==> config.mk <==
export PLATFORM = sky130hd
export DESIGN_NAME = lcd_write_ctrl
export DESIGN_NICKNAME = d
export VERILOG_FILES = /design/src/rtl/lcd_pkg.sv /design/src/rtl/lcd_delay_cnt.sv /design/src/rtl/lcd_write_ctrl.sv
export SDC_FILE = /design/constraint.sdc
export NUM_CORES = 1
export LEC_CHECK = 0
export ABC_AREA = 1
export CAP_MARGIN = 10
export CORE_ASPECT_RATIO = 0.9
export CORE_MARGIN = 1
export CORE_UTILIZATION = 36
export DETAILED_ROUTE_END_ITERATION = 10
export PLACE_DENSITY = 0.58
export SKIP_LAST_GASP = 1
export SLEW_MARGIN = 20
export SYNTH_ARGS = -nofsm -noshare
export SYNTH_HDL_FRONTEND = slang
export SYNTH_HIERARCHICAL = 1
export SYNTH_SLANG_ARGS = --single-unit
==> constraint.sdc <==
create_clock -name clk -period 3.4 [get_ports clk]
set_input_delay 0.34 -clock clk [delete_from_list [all_inputs] [get_ports clk]]
set_output_delay 0.34 -clock clk [all_outputs]
set_load 0.1 [all_outputs]
==> src/rtl/lcd_pkg.sv <==
// Shared types and timing for the HD44780 4-bit write path.
// Timing constants assume a 50 MHz system clock.
package lcd_pkg;

    typedef enum logic [3:0] {
        ST_IDLE,
        ST_SETUP_H,
        ST_PULSE_H,
        ST_HOLD_H,
        ST_GAP,
        ST_SETUP_L,
        ST_PULSE_L,
        ST_HOLD_L,
        ST_EXEC,
        ST_DONE
    } lcd_state_e;

    localparam int T_SETUP_DEF     = 2;
    localparam int T_PULSE_DEF     = 12;
    localparam int T_HOLD_DEF      = 1;
    localparam int T_GAP_DEF       = 50;
    localparam int T_EXEC_DEF      = 2000;
    localparam int T_EXEC_LONG_DEF = 82000;
    localparam int CNT_W_DEF       = 17;

    localparam logic [7:0] CMD_CLEAR = 8'h01;
    localparam logic [7:0] CMD_HOME  = 8'h02;

    // Clear and Home are the only instructions needing the 1.64 ms wait.
    function automatic logic is_long_cmd(
        input logic [7:0] data,
        input logic       rs,
        input logic       nib
    );
        return !rs && !nib &&
               ((data == CMD_CLEAR) || (data == CMD_HOME));
    endfunction

endpackage

==> src/rtl/lcd_delay_cnt.sv <==
// Loadable down-counter shared by every timed phase of the write engine.
// Load wins over decrement; the count parks at zero and never wraps.
module lcd_delay_cnt #(
    parameter int CNT_W = 17
) (
    input  logic             clk,
    input  logic             rst,
    input  logic             load,
    input  logic [CNT_W-1:0] load_val,
    output logic             done
);

    logic [CNT_W-1:0] cnt_q;
    logic [CNT_W-1:0] cnt_d;

    always_comb begin
        cnt_d = cnt_q;
        if (load) begin
            cnt_d = load_val;
        end else if (cnt_q != '0) begin
            cnt_d = cnt_q - CNT_W'(1);
        end
    end

    always_ff @(posedge clk or posedge rst) begin
        if (rst) begin
            cnt_q <= '0;
        end else begin
            cnt_q <= cnt_d;
        end
    end

    assign done = (cnt_q == '0);

endmodule

==> src/rtl/lcd_write_ctrl.sv <==
// HD44780 4-bit write engine: nibble/E-strobe sequencing plus the
// post-write execution wait, ending in a one-cycle wr_finish.
module lcd_write_ctrl
    import lcd_pkg::*;
#(
    parameter int T_SETUP     = T_SETUP_DEF,
    parameter int T_PULSE     = T_PULSE_DEF,
    parameter int T_HOLD      = T_HOLD_DEF,
    parameter int T_GAP       = T_GAP_DEF,
    parameter int T_EXEC      = T_EXEC_DEF,
    parameter int T_EXEC_LONG = T_EXEC_LONG_DEF,
    parameter int CNT_W       = CNT_W_DEF
) (
    input  logic       clk,
    input  logic       rst,
    input  logic       wr_enable,
    input  logic [7:0] wr_data,
    input  logic       wr_rs,
    input  logic       wr_nibble,
    output logic       wr_finish,
    output logic       busy,
    output logic [3:0] lcd_d,
    output logic       lcd_e,
    output logic       lcd_rs,
    output logic       lcd_rw
);

    localparam logic [CNT_W-1:0] LD_SETUP = CNT_W'(T_SETUP - 1);
    localparam logic [CNT_W-1:0] LD_PULSE = CNT_W'(T_PULSE - 1);
    localparam logic [CNT_W-1:0] LD_HOLD  = CNT_W'(T_HOLD - 1);
    localparam logic [CNT_W-1:0] LD_GAP   = CNT_W'(T_GAP - 1);
    localparam logic [CNT_W-1:0] LD_EXEC  = CNT_W'(T_EXEC - 1);
    localparam logic [CNT_W-1:0] LD_LONG  = CNT_W'(T_EXEC_LONG - 1);

    lcd_state_e       state_q, state_d;
    logic [7:0]       data_q, data_d;
    logic             rs_q, rs_d;
    logic             nib_q, nib_d;
    logic [3:0]       lcd_d_q, lcd_d_d;
    logic             lcd_rs_q, lcd_rs_d;
    logic             lcd_e_q, lcd_e_d;
    logic             busy_q, busy_d;
    logic             fin_q, fin_d;
    logic             cnt_load;
    logic [CNT_W-1:0] cnt_val;
    logic             cnt_done;
    logic [CNT_W-1:0] exec_val;

    lcd_delay_cnt #(
        .CNT_W (CNT_W)
    ) u_delay (
        .clk      (clk),
        .rst      (rst),
        .load     (cnt_load),
        .load_val (cnt_val),
        .done     (cnt_done)
    );

    assign exec_val = is_long_cmd(data_q, rs_q, nib_q) ? LD_LONG : LD_EXEC;

    always_comb begin
        state_d  = state_q;
        data_d   = data_q;
        rs_d     = rs_q;
        nib_d    = nib_q;
        lcd_d_d  = lcd_d_q;
        lcd_rs_d = lcd_rs_q;
        busy_d   = busy_q;
        fin_d    = 1'b0;
        cnt_load = 1'b0;
        cnt_val  = '0;
        unique case (state_q)
            ST_IDLE: begin
                if (wr_enable) begin
                    data_d   = wr_data;
                    rs_d     = wr_rs;
                    nib_d    = wr_nibble;
                    lcd_rs_d = wr_rs;
                    lcd_d_d  = wr_data[7:4];
                    busy_d   = 1'b1;
                    state_d  = ST_SETUP_H;
                    cnt_load = 1'b1;
                    cnt_val  = LD_SETUP;
                end
            end
            ST_SETUP_H: begin
                if (cnt_done) begin
                    state_d  = ST_PULSE_H;
                    cnt_load = 1'b1;
                    cnt_val  = LD_PULSE;
                end
            end
            ST_PULSE_H: begin
                if (cnt_done) begin
                    state_d  = ST_HOLD_H;
                    cnt_load = 1'b1;
                    cnt_val  = LD_HOLD;
                end
            end
            ST_HOLD_H: begin
                if (cnt_done) begin
                    cnt_load = 1'b1;
                    if (nib_q) begin
                        state_d = ST_EXEC;
                        cnt_val = exec_val;
                    end else begin
                        state_d = ST_GAP;
                        cnt_val = LD_GAP;
                    end
                end
            end
            ST_GAP: begin
                if (cnt_done) begin
                    state_d  = ST_SETUP_L;
                    lcd_d_d  = data_q[3:0];
                    cnt_load = 1'b1;
                    cnt_val  = LD_SETUP;
                end
            end
            ST_SETUP_L: begin
                if (cnt_done) begin
                    state_d  = ST_PULSE_L;
                    cnt_load = 1'b1;
                    cnt_val  = LD_PULSE;
                end
            end
            ST_PULSE_L: begin
                if (cnt_done) begin
                    state_d  = ST_HOLD_L;
                    cnt_load = 1'b1;
                    cnt_val  = LD_HOLD;
                end
            end
            ST_HOLD_L: begin
                if (cnt_done) begin
                    state_d  = ST_EXEC;
                    cnt_load = 1'b1;
                    cnt_val  = exec_val;
                end
            end
            ST_EXEC: begin
                if (cnt_done) begin
                    state_d = ST_DONE;
                    fin_d   = 1'b1;
                end
            end
            ST_DONE: begin
                state_d = ST_IDLE;
                busy_d  = 1'b0;
            end
            default: begin
                state_d = ST_IDLE;
                busy_d  = 1'b0;
            end
        endcase
        // E is a registered decode of the state being entered.
        lcd_e_d = (state_d == ST_PULSE_H) || (state_d == ST_PULSE_L);
    end

    always_ff @(posedge clk or posedge rst) begin
        if (rst) begin
            state_q  <= ST_IDLE;
            data_q   <= '0;
            rs_q     <= 1'b0;
            nib_q    <= 1'b0;
            lcd_d_q  <= '0;
            lcd_rs_q <= 1'b0;
            lcd_e_q  <= 1'b0;
            busy_q   <= 1'b0;
            fin_q    <= 1'b0;
        end else begin
            state_q  <= state_d;
            data_q   <= data_d;
            rs_q     <= rs_d;
            nib_q    <= nib_d;
            lcd_d_q  <= lcd_d_d;
            lcd_rs_q <= lcd_rs_d;
            lcd_e_q  <= lcd_e_d;
            busy_q   <= busy_d;
            fin_q    <= fin_d;
        end
    end

    assign wr_finish = fin_q;
    assign busy      = busy_q;
    assign lcd_d     = lcd_d_q;
    assign lcd_e     = lcd_e_q;
    assign lcd_rs    = lcd_rs_q;
    assign lcd_rw    = 1'b0;

endmodule

# ---- Word-level counts from Yosys, hierarchy flattened
# Cells that the tools add are included.
dict set report word_totals {
  regBits 38
  inputBits 13
  output_inout_bits 9
  word_cells 72
}
dict set report op_classes {
  n_addsub 1
  n_eq_ne 14
  n_mux 30
  bitwise 1
  reduce_logical 17
}
# operator count
set ops {}
lappend ops {{17-bit 2-to-1 mux} 6}
lappend ops {{17-bit case mux with 5 select lines} 1}
lappend ops {{4-bit 2-to-1 mux} 13}
lappend ops {{4-bit case mux with 9 select lines} 1}
lappend ops {{4-bit by 3-bit equality test with 1-bit output (second input constant)} 5}
lappend ops {{17-bit logical NOT} 1}
lappend ops {{17-bit nonzero test} 1}
lappend ops {{17-bit by 1-bit subtractor with 17-bit output (second input constant)} 1}
lappend ops {{4-bit by 2-bit equality test with 1-bit output (second input constant)} 3}
lappend ops {{8-bit by 1-bit equality test with 1-bit output (second input constant)} 1}
lappend ops {{8-bit by 2-bit equality test with 1-bit output (second input constant)} 1}
lappend ops {{4-bit case mux with 2 select lines} 1}
lappend ops {{8-bit OR reduction} 1}
lappend ops {{7-bit OR reduction} 1}
lappend ops {{1-bit 2-to-1 mux} 6}
lappend ops {{4-bit by 1-bit equality test with 1-bit output (second input constant)} 1}
lappend ops {{4-bit equality test (second input constant)} 1}
lappend ops {{4-bit logical NOT} 1}
lappend ops {{2-bit != test (second input constant)} 2}
lappend ops {{1-bit case mux with 2 select lines} 2}
lappend ops {{2-bit AND reduction} 2}
lappend ops {{2-bit nonzero test} 2}
lappend ops {{3-bit AND reduction} 1}
lappend ops {{1-bit logical AND} 2}
lappend ops {{other kinds (4)} 6}

# ---- Logic depth before layout (Yosys ltp)
# Gate-level depths: netlist of the first run.
dict set report depth {
  ltp_word 8
  ltp_mapped 15
  ltp_nobuf 15
}

# ---- By module
# Netlist of the first run, hierarchy kept.
# mod instances cells_per_inst area_per_inst_um2 seq_area_each_um2
set by_module_without_submodules {}
lappend by_module_without_submodules {lcd_delay_cnt 1 157 1142.3 425.4}
lappend by_module_without_submodules {lcd_write_ctrl 1 130 1036.0 525.5}

# ---- Worst setup path before layout of the first run
# No wires, ideal clock.
dict set report synth_timing {
  kind {register to register}
  from {register u_delay.cnt_q[0]}
  to {register u_delay.cnt_q[14]}
  arrival_ns 2.213
  path_slack_ns 1.067
  stages_incl_launch_ff 15
  path_buffers 2
  cell_sequence {dfrtp_1 inv_1 ha_1 nand2_2 nor2_8 nand4_4 inv_1 inv_1 o31ai_1 buf_4 inv_1 buf_2 or2_2 nand2_1 nor2_1}
}
dict set report synth_via {
  elab_chain_len 4
  elab_cells_between_ends 11
  cone_classes {1 x add/sub; 7 x mux; 3 x reduce/logical}
}
# element line
set synth_lines {}
lappend synth_lines {{start: declaration} lcd_delay_cnt.sv:13} ;# logic [CNT_W-1:0] cnt_q;
lappend synth_lines {{start signal: assignment} lcd_delay_cnt.sv:29} ;# cnt_q <= cnt_d;
lappend synth_lines {{17-bit logical NOT (*)} lcd_delay_cnt.sv:33} ;# assign done = (cnt_q == '0);
lappend synth_lines {{named net cnt_done} lcd_write_ctrl.sv:46} ;# logic cnt_done;
lappend synth_lines {{1-bit 2-to-1 mux (*)} --}
lappend synth_lines {{1-bit case mux with 2 select lines (*)} lcd_write_ctrl.sv:72} ;# unique case (state_q)
lappend synth_lines {{named net cnt_load} lcd_write_ctrl.sv:44} ;# logic cnt_load;
lappend synth_lines {{17-bit 2-to-1 mux / 2-bit nonzero test (equally long branches)} --}
# The timed path passes the listed nets; every way through them passes the cells marked *. The select of a mux whose other input is x is not followed.
# A chain may end at the register's enable or synchronous reset.

# ---- Worst setup path in the final report of the first run
dict set report layout_timing {
  from {register u_delay.cnt_q[0]}
  to {register u_delay.cnt_q[15]}
}
# The elaborated chain is that of the path after synthesis.

==> flow_summary.json, run 1 <==
{
  "outcome": "finished, violations left",
  "violations": "DRC",
  "ys_types": 32,
  "grt_max_degree": 22,
  "setup-tns-final_ns": 0,
  "yosys.area.top_type_share_pct": 43.7,
  "start_kind": "flip-flop",
  "insertion_delay_ns": 0.31,
  "place_congestion": 0.788,
  "ys_async_sr_fraction_pct": 100,
  "drt_iter0_drc": 129,
  "final_nets": 327,
  "final_cell_mix": "nand2_1 (92), dfrtp_1 (38), inv_1 (33)",
  "synth.largest_area_cell": "dfrtp_1",
  "antenna_found_initial": 0,
  "synth.avg_cell_area_um2": 7.59,
  "use_met1_pct": 23.8,
  "h-tree-depth": 2,
  "clk_pin_slew_ns": 0.08,
  "cp_common_cell": "inv_1",
  "die_area_mm2": 0.00637,
  "firstDrtPassIters": 7,
  "wirelength_um": 4570,
  "p_total_mw": 1.96,
  "crit_family": "simple AND/OR/NAND/NOR gates",
  "yosysSeqAreaShare_pct": 43.7,
  "synth-edff-count": 0,
  "worstSetupPathType": "reg -> reg",
  "clock-sinks": 38,
  "critical_path_arrival_ns": 2.82,
  "final_area_mm2": 0.00259,
  "finalMaxSlewViolations": 0,
  "finalCriticalPeriod_ns": 2.63,
  "r2r-end": "u_delay/cnt_q[15]$_DFFE_PP0P_",
  "synth_area_mm2": 0.00218,
  "ant_nets": 0,
  "cts_resized": 0,
  "critPathMaxFanout": 19,
  "pin_count": 22,
  "ys_ff_latch": 38,
  "hold_violations": 0,
  "final_util_pct": 45.0,
  "vdd_drop_max_mv": 0.344,
  "synth_warnings": 6,
  "n_fill_cell": 568,
  "fmax_mhz": 380,
  "area_growth_pct": 19.0,
  "grt.busiest_layer": "met1",
  "syn-instance-count": 287,
  "post_drt_via_cell_ratio": 4.64,
  "drive_above_1_share_pct": 13.1,
  "clk_path_buf_depth": 2,
  "synth_ff_type": "dfrtp_1",
  "cts_root_buf": "clkbuf_8",
  "core_mm2": 0.00576,
  "cts_buffers": 5,
  "core.rowCount": 26,
  "hpwl_um": 3430,
  "cp_slowest_cell": "dfrtp_1",
  "path_buf_inv": 5,
  "gr-total-overflow": 0,
  "layout_commonest_cell": "nand2_1",
  "die_y_um": 75.8,
  "whs_ns": 0.477,
  "slowest_delay_ns": 0.37,
  "use_met2_pct": 23.4,
  "synth_area_leaders": "dfrtp_1 (44%), nand2_1 (16%), inv_1 (5.7%), nor2_1 (5.3%), nand3_1 (4.1%)",
  "total_leakage_power_nw": 1.26,
  "holdBufCountCts": 0,
  "skew_ns": 0.0122,
  "diodes": 0,
  "num_vias": 1781,
  "postCtsSetupBuffers": 0,
  "drc": 3,
  "start_util_pct": 37.8,
  "io_buffers": 20,
  "powerDensity_mw_per_mm2": 756,
  "worst_setup_path_end_kind": "flip-flop",
  "r2r_cells": 13,
  "max_slew.worst_pin.slew_ns": 0.971,
  "final-setup-viol-count": 0,
  "die_x_um": 84.0,
  "wl_per_cell_um": 11.9,
  "dpl_cell_area_mm2": 0.00245,
  "cp_cell_sequence": "inv_1, ha_1, nand2_2, nor2_8, nand4_4, inv_1, inv_1, o31ai_2, buf_4, inv_1, or2_2, nand2_1, nor2_1",
  "cts_tree": "built",
  "grt_util_met3_pct": 4.01,
  "worstHoldPathType": "in -> async",
  "slew_headroom_pct": 35.1,
  "worstPathRequired_ns": 3.59,
  "worstReg2RegStart": "u_delay/cnt_q[0]$_DFFE_PP0P_",
  "fin_crit_sh_pct": 77.5,
  "grt_pass1_wl_um": 7940,
  "first_global_vias": 1659,
  "cap_violations": 0,
  "gr-usage-all-layers_pct": 16.1,
  "rsz0062_at_grt": "no",
  "rrSetupSlack_ns": 0.77
}
## worst max path at each step
stage	slack (ns)	to	start	depth (start not counted)
floorplan	1.07	u_delay/cnt_q[14]$_DFFE_PP0P_	u_delay/cnt_q[0]$_DFFE_PP0P_	14
global placement	0.88	u_delay/cnt_q[13]$_DFFE_PP0P_	u_delay/cnt_q[0]$_DFFE_PP0P_	13
detailed placement	0.78	u_delay/cnt_q[13]$_DFFE_PP0P_	u_delay/cnt_q[0]$_DFFE_PP0P_	13
CTS	0.75	u_delay/cnt_q[15]$_DFFE_PP0P_	u_delay/cnt_q[0]$_DFFE_PP0P_	13
global route	0.53	u_delay/cnt_q[15]$_DFFE_PP0P_	u_delay/cnt_q[0]$_DFFE_PP0P_	13
finish	0.77	u_delay/cnt_q[15]$_DFFE_PP0P_	u_delay/cnt_q[0]$_DFFE_PP0P_	13
## power breakdown
part	internal [mW]	switching (mW)
sequential	0.607	0.124
clock	0.294	0.181
combinational	0.263	0.488
total	1.16	0.794
## worst register-to-register path, stage by stage, from the launching register on
cell,delay [ns]
dfrtp_1,0.37
inv_1,0.09
ha_1,0.21
nand2_2,0.13
nor2_8,0.18
nand4_4,0.14
inv_1,0.17
inv_1,0.10
o31ai_2,0.23
buf_4,0.26
inv_1,0.22
or2_2,0.33
nand2_1,0.07
nor2_1,0.03
## registers in the layout (all words and copies together), names as in the netlist
register / cells
busy: 1
data_q: 8
lcd_d: 4
lcd_e: 1
lcd_rs: 1
nib_q: 1
state_q: 4
u_delay/cnt_q: 17
wr_finish: 1
## final cells by class
cell class	count	area [um^2]	share of cell area (%)
Sequential cell	38	951	36.7
Clock buffer	5	68.8	2.66
Clock inverter	3	68.8	2.66
Inverter	35	131	5.07
Timing Repair Buffer	21	208	8.02
Tap cell	70	87.6	3.38
Multi-Input combinational cell	212	1080	41.5
## per-stage QoR
step	instances	setup slack, ns
6_report	384	0.766
5_1_grt	384	0.526
4_1_cts	384	0.754
3_5_place_dp	376	0.778
3_3_place_gp	376	0.881
2_1_floorplan	291	1.07
## logic make-up (layout without fill, tap and decap cells)
logic type / after synthesis / in the layout / share of synthesized area (%)
flip-flops: 38 / 38 / 43.7
other: 1 / 5 / 0.172
AND/OR/NAND/NOR: 167 / 167 / 35.3
AO/OA/AOI/OAI: 31 / 31 / 9.25
XOR/XNOR: 8 / 8 / 3.22
buffers and inverters: 41 / 64 / 7.87
adder cells (fa/ha/maj): 1 / 1 / 0.574
## Yosys cell counts, types with 2 or more instances
master and instances:
nor3_1 2, nand3_2 2, inv_2 2, nand3_1 18, inv_1 33, nand2_1 92, buf_2 2, o21ai_0 14
o21ai_2 9, or2_2 3, buf_4 2, nand4_1 3, xor2_1 3, o211ai_1 2, nor2_1 31, dfrtp_1 38
nor2_4 3, nand2_2 4, o21ai_1 3, xnor2_1 5, nor2_2 5
## metal layers
layer	wire, um	vias to the layer above
met5	0	-
met4	59	0
met3	148	6
met2	1820	20
met1	2540	811
li1	-	944
Power figures use the tool's default switching activity.
==> run 2, diff against run 1 <==
- PLACE_DENSITY: 0.58 -> 0.6
- clock period: 3.4 -> 2.19 ns (I/O delays scaled with it)
==> flow_summary.json, run 2 (synthesis results as in run 1) <==
{
  "first_global_vias": 1780,
  "wirelength_um": 4750,
  "max_slew.worst_pin.slew_ns": 0.688,
  "wl_per_cell_um": 12.2,
  "core_mm2": 0.00576,
  "firstDrtPassIters": 4,
  "gr-usage-all-layers_pct": 17.4,
  "fin_crit_sh_pct": 91.6,
  "grt_max_degree": 22,
  "largest_register_ffs": 17,
  "cts_root_buf": "clkbuf_8",
  "final_util_pct": 46.5,
  "rsz0062_at_grt": "no",
  "area_growth_pct": 22.9,
  "final_cell_mix": "nand2_1 (92), dfrtp_1 (38), inv_1 (29)",
  "post_drt_via_cell_ratio": 4.61,
  "worstHoldPathType": "in -> async",
  "worstPathRequired_ns": 2.38,
  "die_x_um": 84.0,
  "hold_violations": 0,
  "h-tree-depth": 2,
  "worstSetupPathType": "reg -> reg",
  "drt_iter0_drc": 84,
  "ant_nets": 0,
  "slew_headroom_pct": 54.1,
  "holdBufCountCts": 0,
  "skew_ns": 0.00351,
  "clk_path_buf_depth": 2,
  "outcome": "complete, no violations",
  "die_y_um": 75.8,
  "place_congestion": 0.883,
  "drive_above_1_share_pct": 20.0,
  "die_area_mm2": 0.00637,
  "critical_path_arrival_ns": 2.19,
  "cts_tree": "built",
  "cap_violations": 0,
  "total_leakage_power_nw": 1.32,
  "regMostFlops": "u_delay/cnt_q",
  "start_kind": "flip-flop",
  "vdd_drop_max_mv": 0.818,
  "reg_top3": "u_delay/cnt_q (17), data_q (8)",
  "finalMaxSlewViolations": 0,
  "cts_buffers": 5,
  "num_vias": 1797,
  "gr-total-overflow": 0,
  "dp_cells": 381,
  "clk_pin_slew_ns": 0.08,
  "worstReg2RegStart": "u_delay/cnt_q[4]$_DFFE_PP0P_",
  "io_buffers": 20,
  "insertion_delay_ns": 0.29,
  "final_nets": 333,
  "drc": 0,
  "crit_start": "u_delay/cnt_q[4]$_DFFE_PP0P_",
  "final-setup-viol-count": 0,
  "fmax_mhz": 498,
  "diodes": 0,
  "layout_commonest_cell": "nand2_1",
  "grt_pass1_wl_um": 8390,
  "critPathMaxFanout": 9,
  "setup-tns-final_ns": 0,
  "powerDensity_mw_per_mm2": 1160,
  "core.rowCount": 26,
  "final-instance-count-excl-fill": 390,
  "antenna_found_initial": 0,
  "worst_setup_path_end_kind": "flip-flop",
  "pin_count": 22,
  "hpwl_um": 3530,
  "clock-sinks": 38,
  "finalCriticalPeriod_ns": 2.01,
  "start_util_pct": 37.8,
  "p_total_mw": 3.10
}
==> run 2: changes by cell type in the layout (fill, tap and decap cells not counted), sizes merged <==
cell,change
buf,+14
clkdlybuf4s50,-8
clkbuf,+1
clkinv,-1
==> run 2: what timing repair did <==
item                       CTS  global route
buffers inserted             0             1
setup endpoints to repair    0            17
gates resized for setup      0             8
==> run 2: final timing paths <==
path                                                 to  slack, ns  cells after the start
max in group asynchronous  u_delay/cnt_q[6]$_DFFE_PP0P_       1.40                      2
hold / removal                      wr_finish$_DFF_PP0_       0.28                      3
setup / recovery           u_delay/cnt_q[9]$_DFFE_PP0P_       0.18                     11
setup reg to reg           u_delay/cnt_q[9]$_DFFE_PP0P_       0.18                     11
min in group clk                     lcd_rs$_DFFE_PP0P_       0.46                      3
hold reg to reg                   data_q[6]$_DFFE_PP0P_       0.49                      2
==> run 2: layout make-up <==
type | instances | area [um^2]
inverter | 35 | 131
timing repair buffer | 27 | 249
multi-input combinational | 212 | 1120
fill | 579 | 3080
tap | 70 | 87.6
sequential | 38 | 951
clock inverter | 2 | 60.1
clock buffer | 6 | 82.6
==> run 2: report_power, final <==
group          switching (mW)  total (mW)  internal (mW)
Sequential              0.207        1.15          0.942
Combinational           0.779        1.21          0.429
Clock                   0.257       0.743          0.486
==> run 2: routing by layer <==
layer	routed length (um)	share of wire, %	vias to the layer above	global-route usage, %
met4	57	1.2	0	6.32
met3	256	5.4	5	5.31
met5	0	0	-	0
met1	2380	50	800	22.7
li1	-	-	960	-
met2	2060	43	32	27.7
==> run 2: metrics by stage <==
step / cell area, um^2 / setup WS, ns / hold slack (ns)
after floorplan: 2210 / 0.000887 / 0.145
after global placement: 2490 / 0.0917 / 0.468
after detailed placement: 2490 / 0.0580 / 0.465
after CTS: 2630 / 0.0465 / 0.288
after global routing: 2680 / 0.00571 / 0.324
final: 2680 / 0.184 / 0.284
==> run 2: critical path: stages, from the launching register on <==
cell	delay [ns]
dfrtp_1	0.40
nor2_1	0.18
nand2_2	0.12
nor2_8	0.13
nand4_4	0.08
inv_2	0.10
inv_1	0.09
o31ai_4	0.29
inv_2	0.12
buf_12	0.15
nand2_4	0.15
o21ai_2	0.07
==> run 3, diff against run 2 <==
- CORE_UTILIZATION: 36 -> 51
- PLACE_DENSITY: 0.6 -> 0.79
- RECOVER_POWER: unset -> 50
==> flow_summary.json, run 3 (synthesis results as in run 1) <==
{
  "max_slew.worst_pin.slew_ns": 1.16,
  "insertion_delay_ns": 0.30,
  "final_util_pct": 64.6,
  "diodes": 0,
  "p_total_mw": 3.00,
  "cap_violations": 0,
  "start_kind": "flip-flop",
  "final-setup-viol-count": 0,
  "powerDensity_mw_per_mm2": 1140,
  "first_global_vias": 1745,
  "die_area_mm2": 0.00454,
  "slew_headroom_pct": 23.2,
  "ant_nets": 0,
  "critPathMaxFanout": 11,
  "wl_per_cell_um": 12.9,
  "final_cell_mix": "nand2_1 (92), dfrtp_1 (38), inv_1 (29), nor2_1 (29), nand3_1 (18)",
  "start_util_pct": 53.5,
  "pin_count": 22,
  "drc": 0,
  "gr-total-overflow": 0,
  "outcome": "complete, no violations",
  "finalMaxSlewViolations": 0,
  "cts_root_buf": "clkbuf_8",
  "clock-sinks": 38,
  "critical_path_arrival_ns": 2.28,
  "crit_family": "simple AND/OR/NAND/NOR gates",
  "vdd_drop_max_mv": 0.951,
  "grt_pass1_wl_um": 8010,
  "slowest_delay_ns": 0.43,
  "layout_commonest_cell": "nand2_1",
  "drt_iter0_drc": 112,
  "worst_setup_path_end_kind": "flip-flop",
  "hold_violations": 0,
  "fin_crit_sh_pct": 95.9,
  "clk_path_buf_depth": 2,
  "whs_ns": 0.237,
  "die_x_um": 70.9,
  "final-instance-count-excl-fill": 371,
  "core_mm2": 0.00407,
  "fmax_mhz": 476,
  "n_fill_cell": 356,
  "wirelength_um": 4800,
  "path_buf_inv": 4,
  "dp_cells": 359,
  "place_congestion": 0.869,
  "h-tree-depth": 2,
  "total_leakage_power_nw": 1.31,
  "finalCriticalPeriod_ns": 2.10,
  "worstSetupPathType": "reg -> reg",
  "gr-usage-all-layers_pct": 23.2,
  "firstDrtPassIters": 4,
  "hpwl_um": 3550,
  "cp_slowest_cell": "dfrtp_1",
  "num_vias": 1864,
  "final_nets": 337,
  "die_y_um": 64,
  "largest_register_ffs": 17,
  "cts_tree": "built",
  "cp_cell_sequence": "nor2_1, nand2_1, inv_1, nand4_4, inv_2, inv_1, o31ai_4, inv_4, or2_2, nand2_1, nor2_1",
  "io_buffers": 20,
  "grt_max_degree": 20,
  "regMostFlops": "u_delay/cnt_q",
  "post_drt_via_cell_ratio": 5.02,
  "worstHoldPathType": "in -> async",
  "antenna_found_initial": 0,
  "drive_above_1_share_pct": 19.5,
  "cts_buffers": 5,
  "area_growth_pct": 20.9,
  "worstPathRequired_ns": 2.37,
  "skew_ns": 0.0113,
  "reg_top3": "u_delay/cnt_q (17), data_q (8)",
  "clk_pin_slew_ns": 0.08,
  "core.rowCount": 22
}
run 3: cell count changes in the layout (fill, tap and decap cells not counted), sizes merged:
cell,before,now
buf,15,16
clkdlybuf4s50,12,11
bufinv,2,1
dlygate4sd3,0,1
clkbuf,6,9
run 3: per-stage QoR:
step                      cell area (um^2)  setup slack (ns)  setup TNS (ns)
after CTS                             2570            0.0137               0
after global placement                2460             0.103               0
after floorplan                       2210          0.000887               0
final                                 2630            0.0907               0
after global routing                  2630           -0.0379         -0.0701
after detailed placement              2460            0.0188               0
run 3: repair_timing:
item,CTS,global route
gates resized for setup,0,7
setup buffers,0,5
setup endpoints to repair,0,16
hold buffers,0,0
run 3: cell type report:
class                           instances  area (um^2)  share of cell area [%]
Clock inverter                          1         30.0                    1.14
Inverter                               35          134                    5.08
Clock buffer                            6         82.6                    3.14
Multi-Input combinational cell        212         1110                    42.1
Timing Repair Buffer                   31          268                    10.2
Sequential cell                        38          951                    36.1
Tap cell                               48         60.1                    2.28
run 3: where the power goes:
group          internal [mW]  switching [mW]
combinational          0.441           0.799
clock                  0.364           0.249
sequential             0.943           0.208
total                   1.75            1.26
run 3: final timing paths:
path / cells past startpoint / slack [ns] / endpoint / startpoint
worst max register to register: 11 / 0.09 / u_delay/cnt_q[14]$_DFFE_PP0P_ / u_delay/cnt_q[11]$_DFFE_PP0P_
max in group asynchronous: 3 / 0.83 / state_q[0]$_DFF_PP0_ / rst
worst max-delay path: 11 / 0.09 / u_delay/cnt_q[14]$_DFFE_PP0P_ / u_delay/cnt_q[11]$_DFFE_PP0P_
min in group clk: 3 / 0.46 / lcd_rs$_DFFE_PP0P_ / wr_rs
worst min-delay path: 2 / 0.24 / data_q[4]$_DFFE_PP0P_ / rst
worst min register to register: 2 / 0.49 / data_q[6]$_DFFE_PP0P_ / data_q[6]$_DFFE_PP0P_
run 3: per-layer routing:
metal / global-route usage, % / up-vias / part of all wire [%] / wire length, um
met3: 5.21 / 6 / 4.4 / 213
met4: 8.25 / 0 / 1.6 / 77
li1: - / 961 / - / -
met1: 31.5 / 862 / 47 / 2270
met5: 0 / - / 0 / 0
met2: 36.7 / 35 / 47 / 2240
run 3: worst register-to-register path: stages, from the launching register on:
cell	delay, ns
dfrtp_1	0.43
nor2_1	0.16
nand2_1	0.11
inv_1	0.15
nand4_4	0.13
inv_2	0.10
inv_1	0.09
o31ai_4	0.32
inv_4	0.11
or2_2	0.29
nand2_1	0.07
nor2_1	0.04
